<file path="config.mk">
export PLATFORM = sky130hd
export DESIGN_NAME = irq_ctrl
export DESIGN_NICKNAME = d
export VERILOG_FILES = /design/src/rtl/irq_ctrl.sv
export SDC_FILE = /design/constraint.sdc
export NUM_CORES = 1
export LEC_CHECK = 0
export BUFFER_PORTS_ARGS = -buffer_cell sky130_fd_sc_hd__buf_2
export CAP_MARGIN = 25
export CORE_MARGIN = 4
export CORE_UTILIZATION = 39
export CTS_CLUSTER_SIZE = 20
export DETAILED_ROUTE_END_ITERATION = 8
export GPL_ROUTABILITY_DRIVEN = 0
export GPL_TIMING_DRIVEN = 0
export PLACE_DENSITY = 0.76
export SYNTH_ARGS = -nofsm -noshare
export SYNTH_HDL_FRONTEND = slang
export SYNTH_SLANG_ARGS = --single-unit
</file>
<file path="constraint.sdc">
create_clock -name clk -period 1.4 [get_ports clk]
set_clock_uncertainty 0.2 [all_clocks]
set_input_delay 0 -clock clk [delete_from_list [all_inputs] [get_ports clk]]
set_output_delay 0 -clock clk [all_outputs]
set_load 0.01 [all_outputs]
</file>
<file path="src/rtl/irq_ctrl.sv">
// irq_ctrl: prioritised interrupt controller with mask, GE and ack/EOI sequencing; define IRQ_LEVEL_TRIG_EN for level-sensitive sources
module irq_ctrl #(
  parameter int NSRC = 6,
  parameter int IDW  = 3
) (
  input  logic            clk,
  input  logic            reset,
  input  logic [NSRC-1:0] src,
  input  logic [1:0]      Addr,
  input  logic            WE,
  input  logic [31:0]     Din,
  output logic [31:0]     Dout,
  input  logic            ack,
  output logic            irq,
  output logic [IDW-1:0]  id
);
  typedef enum logic [1:0] {IDLE, REQ, SERV} state_t;
  state_t          state_q, state_d;
  logic [NSRC-1:0] pend_q, pend_d, mask_q, mask_d, req;
  logic            ge_q, ge_d, irq_q, irq_d, valid, ack_clr;
  logic            wr_ctrl, wr_pend, wr_eoi;
  logic [IDW-1:0]  id_q, id_d, win;
  assign wr_ctrl = WE && Addr == 2'd0;
  assign wr_pend = WE && Addr == 2'd1;
  assign wr_eoi  = WE && Addr == 2'd3;
  assign req     = pend_q & mask_q;
  assign valid   = ge_q && |req;
  assign mask_d  = wr_ctrl ? Din[NSRC-1:0] : mask_q;
  assign ge_d    = wr_ctrl ? Din[31] : ge_q;
  assign irq     = irq_q;
  assign id      = id_q;
  assign Dout    = Addr == 2'd0 ? {ge_q, {(31-NSRC){1'b0}}, mask_q} :
                   Addr == 2'd1 ? {{(32-NSRC){1'b0}}, pend_q} :
                   Addr == 2'd2 ? {{(32-IDW){1'b0}}, id_q} : 32'd0;
  always_comb begin
    win = '1;
    for (int i = NSRC - 1; i >= 0; i--)
      if (req[i]) win = IDW'(i);
  end
`ifdef IRQ_LEVEL_TRIG_EN
  logic unused_ok;
  assign pend_d    = src;
  assign unused_ok = ^{Din[30:NSRC], ack_clr, wr_pend};
`else
  logic [NSRC-1:0] src_q, clr;
  logic            unused_ok;
  assign clr       = (wr_pend ? Din[NSRC-1:0] : '0) | (ack_clr ? NSRC'(1) << id_q : '0);
  assign pend_d    = (pend_q & ~clr) | (src & ~src_q);
  assign unused_ok = ^Din[30:NSRC];
  always_ff @(posedge clk)
    src_q <= reset ? '0 : src;
`endif
  always_comb begin
    state_d = state_q;
    irq_d   = irq_q;
    id_d    = id_q;
    ack_clr = 1'b0;
    case (state_q)
      IDLE: if (valid) begin
        state_d = REQ;
        irq_d   = 1'b1;
        id_d    = win;
      end
      REQ: if (ack) begin
        state_d = SERV;
        irq_d   = 1'b0;
        ack_clr = 1'b1;
      end else if (!valid) begin
        state_d = IDLE;
        irq_d   = 1'b0;
        id_d    = '1;
      end else begin
        id_d    = win;
      end
      SERV: if (wr_eoi) begin
        state_d = IDLE;
        id_d    = '1;
      end
      default: begin
        state_d = IDLE;
        irq_d   = 1'b0;
        id_d    = '1;
      end
    endcase
  end
  always_ff @(posedge clk) begin
    if (reset) begin
      state_q <= IDLE;
      irq_q   <= 1'b0;
      id_q    <= '1;
      mask_q  <= '0;
      ge_q    <= 1'b0;
      pend_q  <= '0;
    end else begin
      state_q <= state_d;
      irq_q   <= irq_d;
      id_q    <= id_d;
      mask_q  <= mask_d;
      ge_q    <= ge_d;
      pend_q  <= pend_d;
    end
  end
endmodule

</file>
== Word level (Yosys, flattened, before mapping) ==
Cells that the tools add are included.
W data, S select, Z words.
Operators by class
  equality and inequality tests: 9
  shift operators: 1
  mux-type cells: 27
  bitwise gates (word level): 8
  reduce and logical (&&, ||, !) cells: 10
Operator list (number)
  $mux W32: 1
  $mux W3: 10
  $and A6 B6 Y6: 3
  $mux W6: 3
  $not A6 Y6: 2
  $or A6 B6 Y6: 2
  $mux W2: 5
  $pmux W3 S3: 1
  $reduce_and A3 Y1: 3
  $eq A2 B2 Y1 const B: 3
  $ne A2 B2 Y1 const B: 3
  $pmux W2 S3: 1
  $reduce_or A6 Y1: 1
  $shl A1 B3 Y6 const A: 1
  $mux W1: 5
  $eq A2 B1 Y1 const B: 2
  $logic_and A1 B1 Y1: 4
  $logic_not A2 Y1: 2
  $ne A3 B3 Y1 const B: 1
  $pmux W1 S3: 1
  $not A1 Y1: 1
Word-level totals
  register bits: 25
  input bits: 44
  output and inout bits: 36
  logic and storage cells: 62

== Logic depth before layout (Yosys ltp) ==
Gate-level depths: netlist (run 1).
  word-level depth: 10
  gate-level depth with buffers: 6
  depth with buffers taken out: 4

== Worst setup path after synthesis (run 1) ==
Ideal clock, no wire load.
  path type: register to register
  start: register state_q[0]
  end: register id_q[0] (netlist: id[0])
  setup time: 0.117 ns
  arrival: 1.149 ns
  required time: 1.083 ns
  setup slack: -0.066 ns
  stages on the path, launching flop included: 5
  path buffers: 1
  clock period less this slack: 1.466 ns
  cell sequence: dfxtp_1 -> buf_6 -> or3_1 -> o22a_1 -> o22a_1
On the way
  cells in the longest elaborated chain, start to end: 3
  elaborated cells between the ends (all ways): 8
  classes of those cells: 5 x eq/ne; 1 x mux; 2 x reduce/logical
RTL lines
  from (decl): line 18  | state_t state_q, state_d;
  from (signal assigned): line 95  | state_q <= state_d;
  $eq A2 B1 Y1, or another cell as far along: line 58  | case (state_q)
  $ne A2 B2 Y1 (no line)
  $reduce_and A3 Y1 (no line)
  to (signal assigned): line 97  | id_q <= id_d;
  to (decl): line 22  | logic [IDW-1:0] id_q, id_d, win;
Parallel ways exist; a longest one is shown, timed or not.
A chain may end at the register's enable or synchronous reset.

== Worst setup path after layout (run 1) ==
  start: register state_q[1]
  end: register id_q[0] (netlist: id[0])
Same word-level chain as after synthesis.

==> impl_metrics.py, run 1 <==
metrics = {
    "setup_path": {
        "path_buf_inv": 0,
        "worstPathCellList": "or3_1 > o22a_1 > o22a_1",
        "cp_max_fo": 4,
        "start_kind": "register",
        "arrival_ps": 1490,
        "critPathTopFamily": "compound AO/OA/AOI/OAI gates",
        "cp.required_ps": 1420,
        "crit_type": "reg2reg",
        "crit_top_cell": "o22a_1",
        "cp_slowest_cell": "dfxtp_2",
        "end_kind": "register",
        "max_stage_delay_ps": 370,
    },
    "routing": {
        "via_per_inst": 4.49,
        "drc_errors": 0,
        "antenna_left": 0,
        "wl_um": 3440,
        "initialDrtViolationCount": 17,
        "vias": 1284,
        "drtPass1Iterations": 4,
        "wire_per_inst_um": 12.0,
    },
    "clocking": {
        "cts_max_level": 1,
        "clock-sinks": 25,
        "clockBufferDepth": 2,
        "postCtsHoldBufs": 24,
        "clkTransAtPathRegs_ps": 130,
        "insertion_delay_ps": 310,
        "cts_buffers": 3,
        "clockRootBuffer": "clkbuf_4",
        "tritoncts": "yes",
    },
    "outcome": {
        "outcome": "finished with violations",
        "violations": "negative hold slack, negative setup slack",
    },
    "global_routing": {
        "grt_pass1_wl_um": 5370,
        "grt_max_degree": 14,
        "grtUsageTotal_pct": 15.9,
        "overflow": 0,
        "antenna_found_initial": 0,
        "first_global_vias": 1171,
    },
    "timing": {
        "setup_viol": 3,
        "fmax_mhz": 684,
        "worst_hold_slack_ps": -5.86,
        "fin_crit_ps": 1460,
        "setup_slack_ps": -61.7,
        "fin_crit_sh_pct": 104,
        "rsz0062_at_grt": "yes",
        "slew_violations": 0,
        "finalHoldViolCount": 2,
    },
    "placement": {
        "dp_hpwl_um": 2280,
        "place_inst": 256,
        "pre_cts_ws_ps": -153,
        "placed_area_um2": 1660,
        "portBuffers": 28,
    },
    "final_layout": {
        "finalNonFillerCells": 286,
        "final_cell_area_um2": 1980,
        "antenna_cells": 0,
        "nets": 285,
        "layout-drive-gt1-share_pct": 32.5,
        "syn_to_final_growth_pct": 44.9,
        "num-fill-cells": 310,
    },
    "floorplanning": {
        "die_w_um": 67.2,
        "dieArea_um2": 4520,
        "rows": 21,
        "die_h_um": 67.2,
        "start_util_pct": 40.7,
        "core_um2": 3360,
        "io_pins": 80,
    },
    "flow_run": {
        "maxCapViolations": 0,
    },
    "synth": {
        "synth_area_um2": 1370,
        "synthesis.instances": 158,
        "yosys-top-cells-area": "dfxtp_1 37%, buf_4 14%, mux2i_1 8.8%, nor2b_1 7.3%, a41o_1 4.4%",
        "ys_types": 32,
        "yosys.area.top_type_share_pct": 36.6,
        "ys_ff_latch": 25,
        "yosysSeqAreaShare_pct": 36.6,
        "yosysTopAreaCell": "dfxtp_1",
        "yosys_warnings": 0,
        "synth_area_per_cell_um2": 8.66,
    },
    "pwr": {
        "ir_worst_vdd_v": 0.000502,
        "power_mw": 1.41,
        "leakagePower_nw": 0.956,
        "p_per_area_nw_per_um2": 711,
    },
    "hold_path": {
        "hold_path_class": "in2reg",
    },
}
==> cell usage after synthesis <==
cell	number
and2b_1	1
nand2b_1	2
nor2b_1	16
nand4_1	2
a2bb2oi_1	2
buf_2	2
nand3b_1	1
or3_1	1
a32o_1	1
a211oi_1	1
nor2_1	13
conb_1	1
and2_1	1
a31oi_1	1
inv_1	2
nand4b_1	2
dfxtp_1	25
a22oi_1	5
o22a_1	2
nor3b_1	2
o21ai_0	6
mux2i_1	12
nand3_1	3
nor3_1	1
buf_6	1
buf_1	1
clkbuf_1	1
a21oi_1	2
buf_4	26
nor2_2	1
a41o_1	6
nand2_1	15
==> power breakdown <==
part	total (mW)	internal (mW)	switching [mW]
clock network	0.314	0.111	0.203
registers	0.778	0.745	0.0327
logic	0.318	0.177	0.141
==> layout by cell type (no fill, tap or decap), drive strengths merged, types with 2 or more instances in the layout <==
| cell type | synthesis | layout |
|---|---|---|
| nor2b | 16 | 16 |
| mux2i | 12 | 12 |
| clkbuf | 1 | 5 |
| inv | 2 | 2 |
| a41o | 6 | 6 |
| nand2b | 2 | 2 |
| o22a | 2 | 2 |
| buf | 30 | 60 |
| a22oi | 5 | 5 |
| nand3 | 3 | 3 |
| dlygate4sd3 | 0 | 24 |
| nand4 | 2 | 2 |
| a21oi | 2 | 2 |
| nor2 | 14 | 14 |
| conb | 1 | 25 |
| nand4b | 2 | 2 |
| o21ai | 6 | 6 |
| a2bb2oi | 2 | 2 |
| nand2 | 15 | 15 |
| dfxtp | 25 | 25 |
| nor3b | 2 | 2 |
==> worst register-to-register path: stages, from the launching register on <==
cell and delay (ps):
dfxtp_2 370, or3_1 370, o22a_1 240, o22a_1 200
==> final timing paths <==
kind | endpoint | slack [ps] | cells after the start | start
worst max-delay path | id[0]$_SDFFE_PP1P_ | -60 | 3 | state_q[1]$_SDFFE_PP0P_
worst min-delay path | state_q[1]$_SDFFE_PP0P_ | -6 | 4 | ack
worst max register to register | id[0]$_SDFFE_PP1P_ | -60 | 3 | state_q[1]$_SDFFE_PP0P_
worst min register to register | irq$_SDFFE_PP0P_ | 310 | 2 | irq$_SDFFE_PP0P_
==> cells by family (layout without fill, tap and decap cells) <==
group | Yosys count | count (layout) | share of synthesized area, %
simple gates | 61 | 61 | 23.1
buf+inv | 33 | 91 | 16.9
compound gates | 26 | 26 | 14.4
flops | 25 | 25 | 36.6
mux | 12 | 12 | 8.78
other cells | 1 | 25 | 0.274
==> registers in the layout, indices dropped and copies added, names as in the netlist <==
register	flops
state_q	2
ge_q	1
pend_q	6
src_q	6
irq	1
mask_q	6
id	3
==> cell type report <==
type	instances	area, µm²	area share (%)
Timing Repair Buffer	55	403	20.3
Tap cell	46	57.6	2.90
Clock buffer	4	26.3	1.32
Inverter	2	7.51	0.379
Multi-Input combinational cell	124	758	38.2
Sequential cell	25	518	26.1
Buffer	30	213	10.7
==> per-stage QoR <==
| step | utilization [%] | setup TNS (ps) |
|---|---|---|
| 4_1_cts | 58.2 | -44.3 |
| 3_3_place_gp | 49.3 | -471 |
| 2_1_floorplan | - | -36.4 |
| 3_5_place_dp | 49.3 | -581 |
| 6_report | 59.0 | -101 |
| 5_1_grt | 59.0 | -436 |
==> layer usage <==
metal | wire length, µm | share of wire (%) | global-route usage, % | vias to the layer above
met2 | 1840 | 54 | 29.3 | 34
li1 | - | - | - | 663
met5 | 0 | 0 | 0 | -
met4 | 49 | 1.4 | 6.58 | 0
met1 | 1320 | 38 | 17.5 | 583
met3 | 227 | 6.6 | 3.33 | 4
==> what timing repair did <==
action / in CTS / in global routing
resized for setup: 11 / 10
pin swaps: 3 / 1
hold endpoints to repair: 25 / 1
setup endpoints to repair: 10 / 12
buffers inserted: 2 / 1
cloned: 0 / 0
(Power assumes the default switching activity.)
==> run 2: changes to the inputs <==
--- a/config.mk
+++ b/config.mk
@@ -13,6 +13,7 @@
 export DETAILED_ROUTE_END_ITERATION = 8
 export GPL_ROUTABILITY_DRIVEN = 0
 export GPL_TIMING_DRIVEN = 0
+export HOLD_SLACK_MARGIN = 0.08
 export PLACE_DENSITY = 0.76
 export SYNTH_ARGS = -nofsm -noshare
 export SYNTH_HDL_FRONTEND = slang
==> run 2 against run 1 <==
Net effect: the run ends with negative setup slack left; clock power increased by 1%; combinational power decreased by 2%; final cell count decreased by 1.0%; register-to-register slack got worse by 20 ps; first-iteration DRC count increased by 120%; sequential share of layout area increased by 0.33 points; sequential cell count unchanged; hold slack improved by 140 ps; non-clock buffer count decreased by 3; fmax decreased by 1.4%; core utilization decreased by 0.74 points; final area decreased by 1.3%; critical path type unchanged; critical endpoint unchanged; largest power group unchanged.
==> impl_metrics.py, run 2 (same netlist as run 1, synthesis figures left out) <==
metrics = {
    "clocking": {
        "clockRootBuffer": "clkbuf_4",
        "cts_buffers": 3,
        "clkTransAtPathRegs_ps": 140,
        "clock-sinks": 25,
        "insertion_delay_ps": 310,
        "tritoncts": "yes",
        "clockBufferDepth": 2,
        "cts_max_level": 1,
    },
    "floorplanning": {
        "rows": 21,
        "die_h_um": 67.2,
        "die_w_um": 67.2,
        "core_um2": 3360,
        "io_pins": 80,
        "dieArea_um2": 4520,
        "start_util_pct": 40.7,
    },
    "timing": {
        "slew_violations": 0,
        "setup_viol": 3,
        "rsz0062_at_grt": "yes",
        "fin_crit_sh_pct": 106,
        "fmax_mhz": 674,
        "setup_slack_ps": -83.1,
        "finalHoldViolCount": 0,
        "fin_crit_ps": 1480,
        "worst_hold_slack_ps": 137,
    },
    "routing": {
        "via_per_inst": 4.58,
        "wire_per_inst_um": 11.9,
        "initialDrtViolationCount": 37,
        "vias": 1296,
        "drc_errors": 0,
        "drtPass1Iterations": 4,
        "wl_um": 3370,
        "antenna_left": 0,
    },
    "global_routing": {
        "antenna_found_initial": 0,
        "overflow": 0,
        "first_global_vias": 1120,
        "grt_pass1_wl_um": 5050,
        "grt_max_degree": 14,
        "grtUsageTotal_pct": 14.9,
    },
    "placement": {
        "pre_cts_ws_ps": -153,
        "dp_hpwl_um": 2280,
        "portBuffers": 28,
    },
    "setup_path": {
        "arrival_ps": 1510,
        "worstPathCellList": "nand2b_1 > a211oi_2 > o21ai_0 > o22a_1",
        "crit_type": "reg2reg",
        "max_stage_delay_ps": 380,
        "cp.required_ps": 1430,
        "start_kind": "register",
        "cp_max_fo": 4,
        "cp_slowest_cell": "dfxtp_2",
        "end_kind": "register",
    },
    "final_layout": {
        "nets": 282,
        "final_cell_mix": "30 x buf_2, 29 x buf_4, 25 x conb_1, 21 x dlygate4sd3_1, 17 x dfxtp_1",
        "layout-drive-gt1-share_pct": 33.3,
        "syn_to_final_growth_pct": 43.1,
        "final_common_cell": "buf_2",
        "reg_top3": "mask_q (6), pend_q (6), src_q (6)",
        "antenna_cells": 0,
    },
    "outcome": {
        "outcome": "finished with violations",
        "violations": "negative setup slack",
    },
    "pwr": {
        "leakagePower_nw": 0.936,
        "ir_worst_vdd_v": 0.000565,
        "p_per_area_nw_per_um2": 718,
    },
    "hold_path": {
        "hold_path_class": "in2reg",
    },
    "flow_run": {
        "maxCapViolations": 0,
    },
}
## run 2: per-layer routing
metal	vias to the layer above	share of wire (%)	global-route usage [%]
met1	593	40	17.0
met5	-	0	0
met2	42	54	27.7
li1	657	-	-
met4	0	1.3	5.57
met3	4	5.3	2.16
## run 2: cell type report
type	instances	area, µm²
buffer	30	213
clock buffer	4	26.3
fill	303	1410
inverter	2	7.51
multi-input combinational	124	763
sequential	25	518
tap	46	57.6
timing repair buffer	52	373
## run 2: worst paths after layout
| path | from | to | slack, ps | cells after the start |
|---|---|---|---|---|
| worst max-delay path | state_q[1]$_SDFFE_PP0P_ | id[0]$_SDFFE_PP1P_ | -80 | 4 |
| worst min-delay path | reset | pend_q[3]$_SDFF_PP0_ | 140 | 4 |
| worst max register to register | state_q[1]$_SDFFE_PP0P_ | id[0]$_SDFFE_PP1P_ | -80 | 4 |
| worst min register to register | irq$_SDFFE_PP0P_ | irq$_SDFFE_PP0P_ | 300 | 2 |
## run 2: metrics by stage
step	TNS, ps	utilization [%]	std cells	cell area (µm²)	total power [mW]
floorplan	-36.4	-	182	1460	0.971
CTS	-129	56.7	280	1910	1.40
global route	-407	58.2	283	1960	1.48
detailed placement	-581	49.3	256	1660	1.04
finish	-122	58.2	283	1960	1.41
global placement	-471	49.3	256	1660	1.03
## run 2: repair_timing
action	CTS	global route
hold endpoints to repair	25	14
gates cloned	0	0
pin swaps	3	1
gates resized for setup	11	11
hold buffers	19	3
setup endpoints to repair	10	12
setup buffers	2	1
## run 2: power by group
group          leakage, nW  switching, mW  internal [mW]
Combinational        0.711          0.140          0.172
Sequential           0.210         0.0319          0.745
Clock               0.0150          0.206          0.111
Total                0.936          0.378           1.03
## run 2: critical path: cells and delay by family, from the launching register on
kind / cells / cell delay (ps)
DFF: 1 / 380
and+or+nand+nor: 1 / 200
AOI/OAI and AO/OA: 3 / 620
